File: src/rtl/brg_sram_1024x46_req_adapter.sv
// Valid/ready request front-end for a 1024x46 single-port SRAM, with a
// credit-gated 3-entry response FIFO that captures read data one cycle after access.
module brg_sram_1024x46_req_adapter #(
  parameter int width_p       = 46,
  parameter int els_p         = 1024,
  parameter int addr_width_lp = $clog2(els_p)
) (
  input  logic                     clk_i,
  input  logic                     reset_i,
  input  logic                     req_v_i,
  output logic                     req_ready_o,
  input  logic                     req_w_i,
  input  logic [addr_width_lp-1:0] req_addr_i,
  input  logic [width_p-1:0]       req_data_i,
  output logic                     rsp_v_o,
  output logic [width_p-1:0]       rsp_data_o,
  input  logic                     rsp_yumi_i,
  output logic                     sram_v_o,
  output logic                     sram_w_o,
  output logic [addr_width_lp-1:0] sram_addr_o,
  output logic [width_p-1:0]       sram_data_o,
  input  logic [width_p-1:0]       sram_data_i
);

  // Handshakes: a request transfers on any cycle where req_v_i & req_ready_o;
  // a response transfers when rsp_v_o & rsp_yumi_i. Ready never depends on valid.
  logic               pending_q, pending_d;
  logic [1:0]         count_q, count_d;
  logic [1:0]         wptr_q, wptr_d;
  logic [1:0]         rptr_q, rptr_d;
  logic [width_p-1:0] mem_q [3];

  logic acc, enq, deq;
  logic [2:0] credit_used;

  function automatic logic [1:0] ptr_inc(input logic [1:0] p);
    return (p == 2'd2) ? 2'd0 : p + 2'd1;
  endfunction

  // Every in-flight read already owns a FIFO slot, so the FIFO cannot overflow.
  assign credit_used = {1'b0, count_q} + {2'b00, pending_q};
  assign req_ready_o = (credit_used < 3'd3) & ~reset_i;
  assign acc         = req_v_i & req_ready_o;

  assign sram_v_o    = acc;
  assign sram_w_o    = req_w_i;
  assign sram_addr_o = req_addr_i;
  assign sram_data_o = req_data_i;

  assign rsp_v_o    = (count_q != 2'd0);
  assign rsp_data_o = mem_q[rptr_q];

  assign enq = pending_q;
  assign deq = rsp_yumi_i & rsp_v_o;

  always_comb begin
    pending_d = acc & ~req_w_i;
    wptr_d    = enq ? ptr_inc(wptr_q) : wptr_q;
    rptr_d    = deq ? ptr_inc(rptr_q) : rptr_q;
    count_d   = count_q;
    if (enq && !deq) count_d = count_q + 2'd1;
    else if (!enq && deq) count_d = count_q - 2'd1;
  end

  always_ff @(posedge clk_i or posedge reset_i) begin
    if (reset_i) begin
      pending_q <= 1'b0;
      count_q   <= 2'd0;
      wptr_q    <= 2'd0;
      rptr_q    <= 2'd0;
    end else begin
      pending_q <= pending_d;
      count_q   <= count_d;
      wptr_q    <= wptr_d;
      rptr_q    <= rptr_d;
    end
  end

  // Data storage carries no reset; validity is tracked by count_q alone.
  always_ff @(posedge clk_i) begin
    if (enq) mem_q[wptr_q] <= sram_data_i;
  end

  a_no_overflow: assert property (@(posedge clk_i) disable iff (reset_i)
    !(enq && !deq && count_q == 2'd3))
    else $error("response FIFO overflow");

  a_no_illegal_yumi: assert property (@(posedge clk_i) disable iff (reset_i)
    !(rsp_yumi_i && !rsp_v_o))
    else $error("rsp_yumi_i asserted while rsp_v_o=0");

endmodule

File: config.mk
export PLATFORM = sky130hd
export DESIGN_NAME = brg_sram_1024x46_req_adapter
export DESIGN_NICKNAME = d
export VERILOG_FILES = /design/src/rtl/brg_sram_1024x46_req_adapter.sv
export SDC_FILE = /design/constraint.sdc
export NUM_CORES = 1
export LEC_CHECK = 0
export ABC_AREA = 1
export CAP_MARGIN = 10
export CORE_UTILIZATION = 50
export CTS_BUF_LIST = sky130_fd_sc_hd__clkbuf_4 sky130_fd_sc_hd__clkbuf_8 sky130_fd_sc_hd__clkbuf_16
export DETAILED_ROUTE_END_ITERATION = 10
export DONT_BUFFER_PORTS = 1
export GPL_TIMING_DRIVEN = 1
export PLACE_DENSITY_LB_ADDON = 0.2
export SYNTH_ARGS = -nofsm -noshare
export SYNTH_HDL_FRONTEND = slang
export SYNTH_SLANG_ARGS = --single-unit
File: constraint.sdc
create_clock -name clk_i -period 9 [get_ports clk_i]
set_input_delay 0.9 -clock clk_i [delete_from_list [all_inputs] [get_ports clk_i]]
set_output_delay 0.9 -clock clk_i [all_outputs]
set_load 0.02 [all_outputs]
Word level (Yosys, flattened, before mapping)

Memory sizes are Yosys's and may differ from the RTL's.
Cells that the tools add are included.

Memories: 1
Memory bits (writable): 138
Logic and storage cells: 31
Bits of input ports: 107
Bits in registers: 7
Output and inout bits: 106

Memory list:

| name  | words | width | read ports | clocked after Yosys merged registers in | write ports | line | text |
|---|---|---|---|---|---|---|---|
| mem_q | 3     | 46    | 1          | 0                                       | 1           | 31   | `logic [width_p-1:0] mem_q [3];` |

Order comparisons: 1
Bitwise operators: 6
Add/subtract/negate cells: 5
Reductions and logical operators: 6
Muxes and demuxes: 6
Equality and inequality tests: 2

Operator list:

| cell                | count |
|---|---|
| $mux 2              | 4 |
| $add 2x1->2 const B | 3 |
| $and 1x1->1         | 4 |
| $eq 2x2->1 const B  | 2 |
| $reduce_bool 2->1   | 2 |
| $add 2x1->3         | 1 |
| $lt 3x2->1 const B  | 1 |
| $logic_and 1x1->1   | 2 |
| $logic_not 1->1     | 2 |
| $mux 1              | 2 |
| $not 1->1           | 2 |
| $sub 2x1->2 const B | 1 |

Depth between registers and ports, before layout

Gate-level depths: netlist of run 1.

Depth in word-level cells: 5
Mapped depth: 9
Gate-level depth less buffers: 9

Worst setup path after synthesis of run 1

OpenSTA, ideal clock, no wires.

Kind: register -> register
From: register wptr_q[0]
To: memory mem_q[2][0], enable pin
Cell stages (with the launch flop): 4
Data arrival time: 2.422 ns
Path slack: 6.128 ns
Clock period less this slack: 2.872 ns
Path buffers: 0
Path through: dfrtp_1 > inv_1 > nand2_1 > nor2_1

RTL lines:

| element                  | line | text |
|---|---|---|
| start: declaration       | 29   | `logic [1:0] wptr_q, wptr_d;` |
| start signal: assignment | 74   | `wptr_q <= wptr_d;` |
| end: declaration         | 31   |  |

No word-level cell before the write port.

Worst setup path in the final report of run 1

From: register rptr_q[1]
To: output rsp_data_o[36]

Word-level cells in the longest chain between the ends: 1

RTL lines:

| element                  | line | text |
|---|---|---|
| start: declaration       | 30   | `logic [1:0] rptr_q, rptr_d;` |
| start signal: assignment | 75   | `rptr_q <= rptr_d;` |
| $mem_v2 3x46             | -    |  |
| end: declaration         | 16   | `output logic [width_p-1:0] rsp_data_o,` |

Every way passes these cells.

==> summary.md, run 1 <==
| Metric | Value |
|---|---|
| Chip width | `roughly 110 um` |
| Hold_buf cts | `0` |
| Psw | `roughly 0.69 mW` |
| Synth top cells by count | `150 x nand2_1, 138 x edfxtp_1, 63 x buf_4` |
| Worst path top cell family by delay | `simple AND/OR/NAND/NOR gates` |
| Pleak | `around 2.2 nW` |
| Clock Pin Slew Worst Setup and Hold Paths | `about 60 ps` |
| Arr. time, crit path | `about 2600 ps` |
| Sw frac | `0.3293` |
| Post-synth EDFFs | `138` |
| CTS root buf | `clkbuf_16` |
| Synthesized area | `5812 um^2` |
| Initial Utilization | `0.5112` |
| PwrDens | `roughly 340 nW/um^2` |
| Clk buf depth | `2` |
| R2R depth | `3` |
| Top cells by area, synth | `edfxtp_1 71%, nand2_1 9.7%, buf_4 8.1%` |
| # Post-CTS Setup Buffers | `0` |
| RSZ-0062 raised after global routing | `false` |
| Post-route DRC | `0` |
| Post-route setup TNS | `0 ps` |
| Clk pwr share | `0.374` |
| Synth unique cells | `17` |
| 1st-iter DRT viols | `200` |
| HP Class | `primary input to async pin` |
| Clk_skew | `~6.4 ps` |
| Post-route ant nets | `0` |
| Kind of critical path | `flop to output port` |
| # H-tree levels | `4` |
| Sequential share of the synthesized area | `0.7432` |
| Share of flip-flops with an asynchronous set or reset | `0.04828` |
| Reg area | `around 4300 um^2` |
| Cell internal pwr | `~1.4 mW` |
| Syn_area_per_cell | `13.09 um^2` |
| Crit path depth | `4` |
| Count of final hold-check violations | `0` |
| N_diodes | `0` |
| Post-synthesis net count | `approximately 550` |
| Total Routing Usage GR | `0.1998` |
| PostCTS Resize Cnt | `0` |
| DR vias | `around 3000` |
| Achievable clock frequency | `between 200 and 300 MHz` |
| Clk_lat worst skew | `~410 ps` |
| Worst path slowest cell | `dfrtp_2` |
| Area leader, netlist | `edfxtp_1` |
| CP Capture Type | `output port` |
| Seq pwr share | `0.400` |
| NumNets Final | `506` |
| Multi-input gate area | `928.4 um^2` |
| CTS Sinks | `145` |
| PnR Total Power | `2.099 mW` |
| First-pass GRT wire length | `approximately 17000 um` |
| Number of buffer and inverter stages on the critical path | `1` |
| CP max FO | `49` |
| Final Cycle Share | `0.3860` |
| Worst Path Required | `just over 8000 ps` |
| Slew Viols, Final | `0` |
| Largest net degree at the start of global routing | `50` |
| Initial antenna violation count | `0` |
| Synthesis-to-layout area growth | `6.415%` |
| Status | `finished clean` |
| Final instance area | `slightly above 6000 um^2` |
| Die H | `between 100 and 150 um` |
| Yosys top cell area share | `0.7130` |
| Drt first pass iters | `5` |
| Number of global-route vias before repair | `2939` |
| Site Rows | `39` |
| DR WL/cell | `between 20 and 25 um` |
| Top-count cell post-synth | `nand2_1` |
| Register bit total from synthesis | `145` |
| HPWL after detailed placement | `between 7000 and 8000 um` |
| Post-Synthesis Cells | `~440` |
| Crit path time final | `3474 ps` |
| Combinational group share of total power | `0.226` |
| Peak supply drop | `~210 uV` |
| Dpl cell area | `about 5500 um^2` |
| I/O Buffers | `0` |
| Vias per cell | `~5.4` |
| Leading register cell type out of synthesis | `edfxtp_1` |
| Worst Tran Pin Value | `1012 ps` |
| Cells along the critical path | `nor2_4 -> buf_4 -> nand2_1 -> nand3_1` |
| Layout cells sized above 1 | `0.1051` |
| Congestion Overflow GR | `0` |
| Max-Cap Viols | `0` |
| Core footprint | `around 11000 um^2` |
| # fillers | `between 900 and 1000` |
| Critical Path Source Type | `flop` |
| Setup violations, final | `0` |
| Final WL | `11720 um` |
| Relative slew slack | `0.3253` |
| Delay of the slowest critical-path stage | `between 700 and 800 ps` |
| Routability cong. | `about 0.67` |
| CTS tree | `yes` |
| CTS Buf Count | `17` |
| IO Pins | `~210` |
| Die area | `between 10000 and 15000 um^2` |
| Ys Warns | `0` |
==> final cells by class <==
type,count,area share
sequential,145,0.6986
multi-input combinational,214,0.1501
clock buffer,18,0.07000
clock inverter,14,0.03844
tap,143,0.02893
inverter,13,0.007890
timing repair buffer,5,0.006069
==> placed cells by master, fill, tap and decap left out, types with 2 or more instances in the layout <==
cell,n
buf_4,5
bufinv_16,6
clkbuf_16,17
clkinv_4,3
clkinvlp_4,3
dfrtp_1,6
edfxtp_1,138
ha_1,3
inv_1,10
inv_2,3
nand2_1,150
nand3_1,52
nor2_4,3
o21ai_0,2
==> flip-flops by register name, indices dropped and copies added, names as in the netlist <==
| signal | cells |
|---|---|
| mem_q | 138 |
| count_q | 2 |
| rptr_q | 2 |
| wptr_q | 2 |
| enq | 1 |
==> final timing paths <==
| kind | start | endpoint | slack (ps) |
|---|---|---|---|
| worst max-delay path | rptr_q[1] | rsp_data_o[36] | 5530 |
| worst min-delay path | reset_i | rptr_q[1] | 320 |
| worst max register to register | enq | mem_q[2][0] | 7060 |
| worst min register to register | count_q[1] | count_q[1] | 520 |
| max in group asynchronous | reset_i | rptr_q[1] | 8420 |
| min in group clk_i | count_q[1] | count_q[1] | 520 |
==> logic make-up (layout without fill, tap and decap cells) <==
| group | Yosys count | after routing | synth area share |
|---|---|---|---|
| xor gates and xnor gates | 1 | 1 | 0.001507 |
| AOI/OAI and AO/OA | 2 | 2 | 0.001722 |
| buffers and inverters | 85 | 50 | 0.1005 |
| and+or+nand+nor | 208 | 208 | 0.1466 |
| adders and majority gates | 3 | 3 | 0.006459 |
| DFF | 145 | 145 | 0.7432 |
==> power by group through the flow <==
stage | clock network, mW | registers, mW | logic [mW]
floorplan | 0 | 0.822 | 0.469
global placement | 0 | 0.854 | 0.481
detailed placement | 0 | 0.855 | 0.486
CTS | 0.795 | 0.841 | 0.487
global route | 0.827 | 0.846 | 0.526
finish | 0.786 | 0.839 | 0.474
==> through the flow <==
stage	util	setup WS, ps	hold slack [ps]	cells
2_1_floorplan	-	6128	468.3	444
5_1_grt	0.5440	5321	333.6	552
6_report	0.5440	5526	321.5	552
4_1_cts	0.5440	5419	326.9	552
3_5_place_dp	0.4850	5874	506.6	520
3_3_place_gp	0.4850	5864	503.1	520
==> per-layer routing <==
metal | global-route usage | vias up | wire (um)
li1 | - | 1366 | -
met1 | 0.2231 | 1445 | 4231
met2 | 0.3192 | 148 | 5778
met3 | 0.1025 | 34 | 1442
met4 | 0.08857 | 0 | 262
met5 | 0 | - | 0
Power figures use the tool's default switching activity.
==> inputs of run 2 (changes only) <==
==> constraint.sdc (replaced) <==
create_clock -name clk_i -period 3.4 [get_ports clk_i]
set_input_delay 0.34 -clock clk_i [delete_from_list [all_inputs] [get_ports clk_i]]
set_output_delay 0.34 -clock clk_i [all_outputs]
set_load 0.02 [all_outputs]
==> summary.md, run 2 (synthesis gave the netlist of run 1 again) <==
| Metric | Value |
|---|---|
| CTS Sinks | `145 (unchanged)` |
| Worst Path Required | `3060 ps (-5040 ps)` |
| Die area | `12060 um^2 (unchanged)` |
| # Post-CTS Setup Buffers | `0 (unchanged)` |
| Die H | `109.8 um (unchanged)` |
| Max FFs per register | `138 (unchanged)` |
| PwrDens | `833.5 nW/um^2 (+150%)` |
| Number of global-route vias before repair | `2919 (-0.68%)` |
| Dpl cell area | `5554 um^2 (+0.73%)` |
| Core footprint | `11370 um^2 (unchanged)` |
| First-pass GRT wire length | `16300 um (-2.2%)` |
| CTS root buf | `clkbuf_16` |
| 1st-iter DRT viols | `147 (-27%)` |
| Initial Utilization | `0.5112 (unchanged)` |
| Most common cell after layout, fill and taps aside | `nand2_1` |
| Post-route DRC | `0 (unchanged)` |
| Critical Path Source Type | `flop` |
| Count of final hold-check violations | `0 (unchanged)` |
| HPWL after detailed placement | `7385 um (-2.5%)` |
| Initial antenna violation count | `0 (unchanged)` |
| NumNets Final | `537 (+6.1%)` |
| CTS Buf Count | `17 (unchanged)` |
| Crit path time final | `between 2000 and 3000 ps` |
| Slew Viols, Final | `0 (unchanged)` |
| Site Rows | `39 (unchanged)` |
| Setup violations, final | `0 (unchanged)` |
| Hold_buf cts | `13 (+13)` |
| Register bank with the most flops | `mem_q` |
| Post-route setup TNS | `0 ps (unchanged)` |
| Clock Pin Slew Worst Setup and Hold Paths | `50 ps (about the same)` |
| CP startpoint | `rptr_q[0]` |
| PostCTS Resize Cnt | `0 (unchanged)` |
| Routability cong. | `0.6911 (+2.4%)` |
| Most frequent cells in the layout | `150 x nand2_1, 138 x edfxtp_1, 52 x nand3_1` |
| # H-tree levels | `4 (unchanged)` |
| Relative slew slack | `0.5066 (+0.1813)` |
| Congestion Overflow GR | `0 (unchanged)` |
| I/O Buffers | `0 (unchanged)` |
| RSZ-0062 raised after global routing | `false` |
| Total Routing Usage GR | `0.1969 (-0.002905)` |
| Worst Tran Pin Value | `738.3 ps (-273.8 ps)` |
| HP Class | `primary input to flop` |
| CTS tree | `yes` |
| IO Pins | `213 (unchanged)` |
| DR vias | `3031 (+1.3%)` |
| Drt first pass iters | `5 (unchanged)` |
| Arr. time, crit path | `2180 ps (-390 ps)` |
| CP max FO | `25 (-49%)` |
| Final instance area | `6422 um^2 (+3.8%)` |
| Peak supply drop | `434.3 uV (+110%)` |
| Clk_lat worst skew | `420 ps (about the same)` |
| CP Capture Type | `output port` |
| Kind of critical path | `flop to output port` |
| Status | `finished clean` |
| Reg2Reg Launch Point | `wptr_q[1]` |
| Pleak | `2.329 nW (+4.9%)` |
| Clk_skew | `3.744 ps (-2.639 ps)` |
| Vias per cell | `5.208 (-4.0%)` |
| DR WL/cell | `20.09 um (-5.3%)` |
| Final Cycle Share | `0.7417` |
| Final WL | `11690 um (-0.20%)` |
| # fillers | `930 (-1.4%)` |
| Achievable clock frequency | `approximately 400 MHz` |
| Clk buf depth | `2 (unchanged)` |
| Hold path start | `sram_data_i[18]` |
| Largest net degree at the start of global routing | `49 (-2.0%)` |
| Layout cells sized above 1 | `0.09339 (-0.01174)` |
| N_diodes | `0 (unchanged)` |
| PnR Total Power | `5.353 mW (+160%)` |
| Synthesis-to-layout area growth | `10.51%` |
| Post-route ant nets | `0 (unchanged)` |
| Chip width | `109.8 um (unchanged)` |
| Max-Cap Viols | `0 (unchanged)` |
## run 2: final timing paths
check | end | slack [ps] | depth (start not counted)
max reg2reg | mem_q[0][5] | 1480 | 4
min in group asynchronous | enq | 320 | 2
max in group asynchronous | rptr_q[1] | 2820 | 2
min | mem_q[2][18] | 20 | 0
max | rsp_data_o[43] | 880 | 4
min reg2reg | count_q[1] | 530 | 2
## run 2: stage by stage
stage | hold slack, ps | cells | worst slack, ps | utilization
4_1_cts | 0.005718 | 566 | 813.9 | 0.5508
6_report | 17.29 | 582 | 878.2 | 0.5649
3_3_place_gp | 193.4 | 522 | 1293 | 0.4885
5_1_grt | 0.2637 | 582 | 724.1 | 0.5649
3_5_place_dp | 200.5 | 522 | 1285 | 0.4885
2_1_floorplan | 151.7 | 444 | 527.7 | -
## run 2: where the power goes
part | total (mW) | internal [mW] | switching [mW] | leakage (nW)
registers | 2.15 | 2.10 | 0.0517 | 1.33
logic | 1.40 | 0.298 | 1.10 | 0.707
clock network | 1.80 | 1.17 | 0.630 | 0.289
## run 2: per-layer routing
layer | track usage | wire, um | vias to the layer above
li1 | - | - | 1429
met1 | 0.1957 | 4251 | 1441
met2 | 0.3286 | 5967 | 126
met3 | 0.1037 | 1118 | 35
met4 | 0.1105 | 354 | 0
met5 | 0 | 0 | -
## run 2: critical path: stages (launching register included)
cell and delay (ps):
dfrtp_1 420, nor2_4 610, buf_4 400, nand2_1 110, nand3_1 220
## run 2: cell type report
cell class                 count  area (um^2)  area share
clock buffer                  22        462.9     0.07208
clock inverter                 9        115.1     0.01792
inverter                      13        48.80    0.007598
multi-input combinational    214        928.4      0.1446
sequential                   145         4320      0.6727
tap                          143        178.9     0.02786
timing repair buffer          36        367.9     0.05728
==> inputs of run 3 (changes only) <==
==> constraint.sdc (replaced) <==
create_clock -name clk_i -period 2.2 [get_ports clk_i]
set_input_delay 0.22 -clock clk_i [delete_from_list [all_inputs] [get_ports clk_i]]
set_output_delay 0.22 -clock clk_i [all_outputs]
set_load 0.02 [all_outputs]
==> summary.md, run 3 (synthesis gave the netlist of run 1 again) <==
| Metric | Value |
|---|---|
| Status | `finished clean` |
| CP max FO | `7 (-72%)` |
| DR vias | `3192 (+5.3%)` |
| Drt first pass iters | `4 (-1)` |
| CTS root buf | `clkbuf_16` |
| Worst Tran Pin Value | `440.1 ps (-298.3 ps)` |
| Pre-CTS WS | `577.6 ps (-707.1 ps)` |
| Worst Path Required | `1980 ps (-1080 ps)` |
| Max-Cap Viols | `0 (unchanged)` |
| CTS Sinks | `145 (unchanged)` |
| Vias per cell | `5.241 (+0.64%)` |
| Routability cong. | `0.7585 (+9.8%)` |
| Clk_lat worst skew | `410 ps (about the same)` |
| I/O Buffers | `0 (unchanged)` |
| Peak supply drop | `806.0 uV (+86%)` |
| Final Cycle Share | `0.9289` |
| Site Rows | `39 (unchanged)` |
| Post-route DRC | `0 (unchanged)` |
| Clk pwr share | `0.337 (about the same)` |
| # H-tree levels | `4 (unchanged)` |
| IO Pins | `213 (unchanged)` |
| Psw | `2.841 mW (+60%)` |
| N_diodes | `0 (unchanged)` |
| Count of final hold-check violations | `0 (unchanged)` |
| Max FFs per register | `138 (unchanged)` |
| Number of global-route vias before repair | `3237 (+11%)` |
| HP Class | `primary input to flop` |
| Total Routing Usage GR | `0.2042 (+0.007322)` |
| Seq pwr share | `0.396 (-0.006)` |
| HPWL after detailed placement | `7431 um (+0.63%)` |
| PwrDens | `1257 nW/um^2 (+51%)` |
| Synthesis-to-layout area growth | `16.00%` |
| Kind of critical path | `flop to output port` |
| Cell internal pwr | `5.633 mW (+58%)` |
| Sw frac | `0.3353 (+0.002515)` |
| CP Capture Type | `output port` |
| RSZ-0062 raised after global routing | `false` |
| Layout cells sized above 1 | `0.1073 (+0.01390)` |
| Relative slew slack | `0.7062 (+0.1996)` |
| NumNets Final | `563 (+4.8%)` |
| Clk_skew | `8.740 ps (+4.995 ps)` |
| Final WL | `11610 um (-0.71%)` |
| First-pass GRT wire length | `17020 um (+4.4%)` |
| Slew Viols, Final | `0 (unchanged)` |
| PostCTS Resize Cnt | `0 (unchanged)` |
| Clk buf depth | `2 (unchanged)` |
| Most common cell after layout, fill and taps aside | `nand2_1` |
| CP startpoint | `enq` |
| Reg2Reg Launch Point | `enq` |
| CTS Buf Count | `17 (unchanged)` |
| Achievable clock frequency | `approximately 490 MHz` |
| DR WL/cell | `19.06 um (-5.1%)` |
| Register bank with the most flops | `mem_q` |
| Crit path time final | `~2000 ps` |
| CTS tree | `yes` |
| R2R setup slack | `270 ps (-1210 ps)` |
| Reg-to-reg endpoint | `enq` |
| Initial antenna violation count | `0 (unchanged)` |
| Chip width | `109.8 um (unchanged)` |
| Initial Utilization | `0.5112 (unchanged)` |
| Post-route setup TNS | `0 ps (unchanged)` |
| Largest net degree at the start of global routing | `38 (-22%)` |
| Final instance area | `6741 um^2 (+5.0%)` |
| Core footprint | `11370 um^2 (unchanged)` |
| Pleak | `2.462 nW (+5.7%)` |
| Die H | `109.8 um (unchanged)` |
| Arr. time, crit path | `1820 ps (-360 ps)` |
| Dpl cell area | `5642 um^2 (+1.6%)` |
| Worst Setup EP | `sram_v_o` |
| Die area | `12060 um^2 (unchanged)` |
| Congestion Overflow GR | `0 (unchanged)` |
| Most frequent cells in the layout | `150 x nand2_1, 138 x edfxtp_1, 52 x nand3_1` |
| Clock Pin Slew Worst Setup and Hold Paths | `50 ps (about the same)` |
| Post-route ant nets | `0 (unchanged)` |
| 1st-iter DRT viols | `179 (+22%)` |
| Setup violations, final | `0 (unchanged)` |
| R2R depth | `6 (+2)` |
| Combinational group share of total power | `0.267 (+0.006)` |
| Critical Path Source Type | `flop` |
| Setup ws final | `156.4 ps (-721.8 ps)` |
## run 3: what timing repair did
action	in CTS	in global routing
hold endpoints to repair	148	0
setup buffers	0	0
hold buffers	50	0
## run 3: per-layer routing
layer	vias to the layer above	share of wire	global-route usage
met3	32	0.077	0.07587
met4	0	0.024	0.1229
li1	1488	-	-
met5	-	0	0
met1	1528	0.39	0.2255
met2	144	0.51	0.3357
## run 3: cell type report
class / count / area, um^2
flip-flops and latches: 145 / 4320
multi-input cells: 214 / 928.4
clock inverters: 10 / 136.4
clock buffers: 22 / 462.9
inverters: 13 / 48.80
well taps: 143 / 178.9
fillers: 894 / 4628
repair buffers: 62 / 665.6
## run 3: worst min path at each step
stage	from	to	slack, ps	depth (start not counted)
3_5_place_dp	reset_i	count_q[1]	80	1
6_report	rsp_yumi_i	rptr_q[0]	40	3
2_1_floorplan	reset_i	count_q[0]	30	1
5_1_grt	rsp_yumi_i	rptr_q[0]	40	3
3_3_place_gp	reset_i	count_q[0]	80	1
4_1_cts	rsp_yumi_i	rptr_q[0]	10	3
## run 3: power groups by stage
stage          clock, mW  sequential [mW]  combinational, mW
2_1_floorplan          0             3.36               1.92
3_3_place_gp           0             3.41               2.20
3_5_place_dp           0             3.41               2.20
4_1_cts             2.91             3.36               2.31
5_1_grt             3.02             3.38               2.48
6_report            2.86             3.36               2.26
## run 3: per-stage QoR
step | total power [mW] | std cells | hold slack, ps | util
floorplan | 5.279 | 444 | 31.71 | -
global placement | 5.606 | 527 | 77.87 | 0.4962
detailed placement | 5.615 | 527 | 81.59 | 0.4962
CTS | 8.573 | 609 | 14.14 | 0.5929
global route | 8.878 | 609 | 39.51 | 0.5929
finish | 8.474 | 609 | 42.52 | 0.5929
## run 3: worst max-delay path, cell delays in order, from the launching register on
cell and delay, ps:
dfrtp_1 440, ha_1 220, ha_1 270, nand2_1 70, nand3_1 100, nor2_1 320
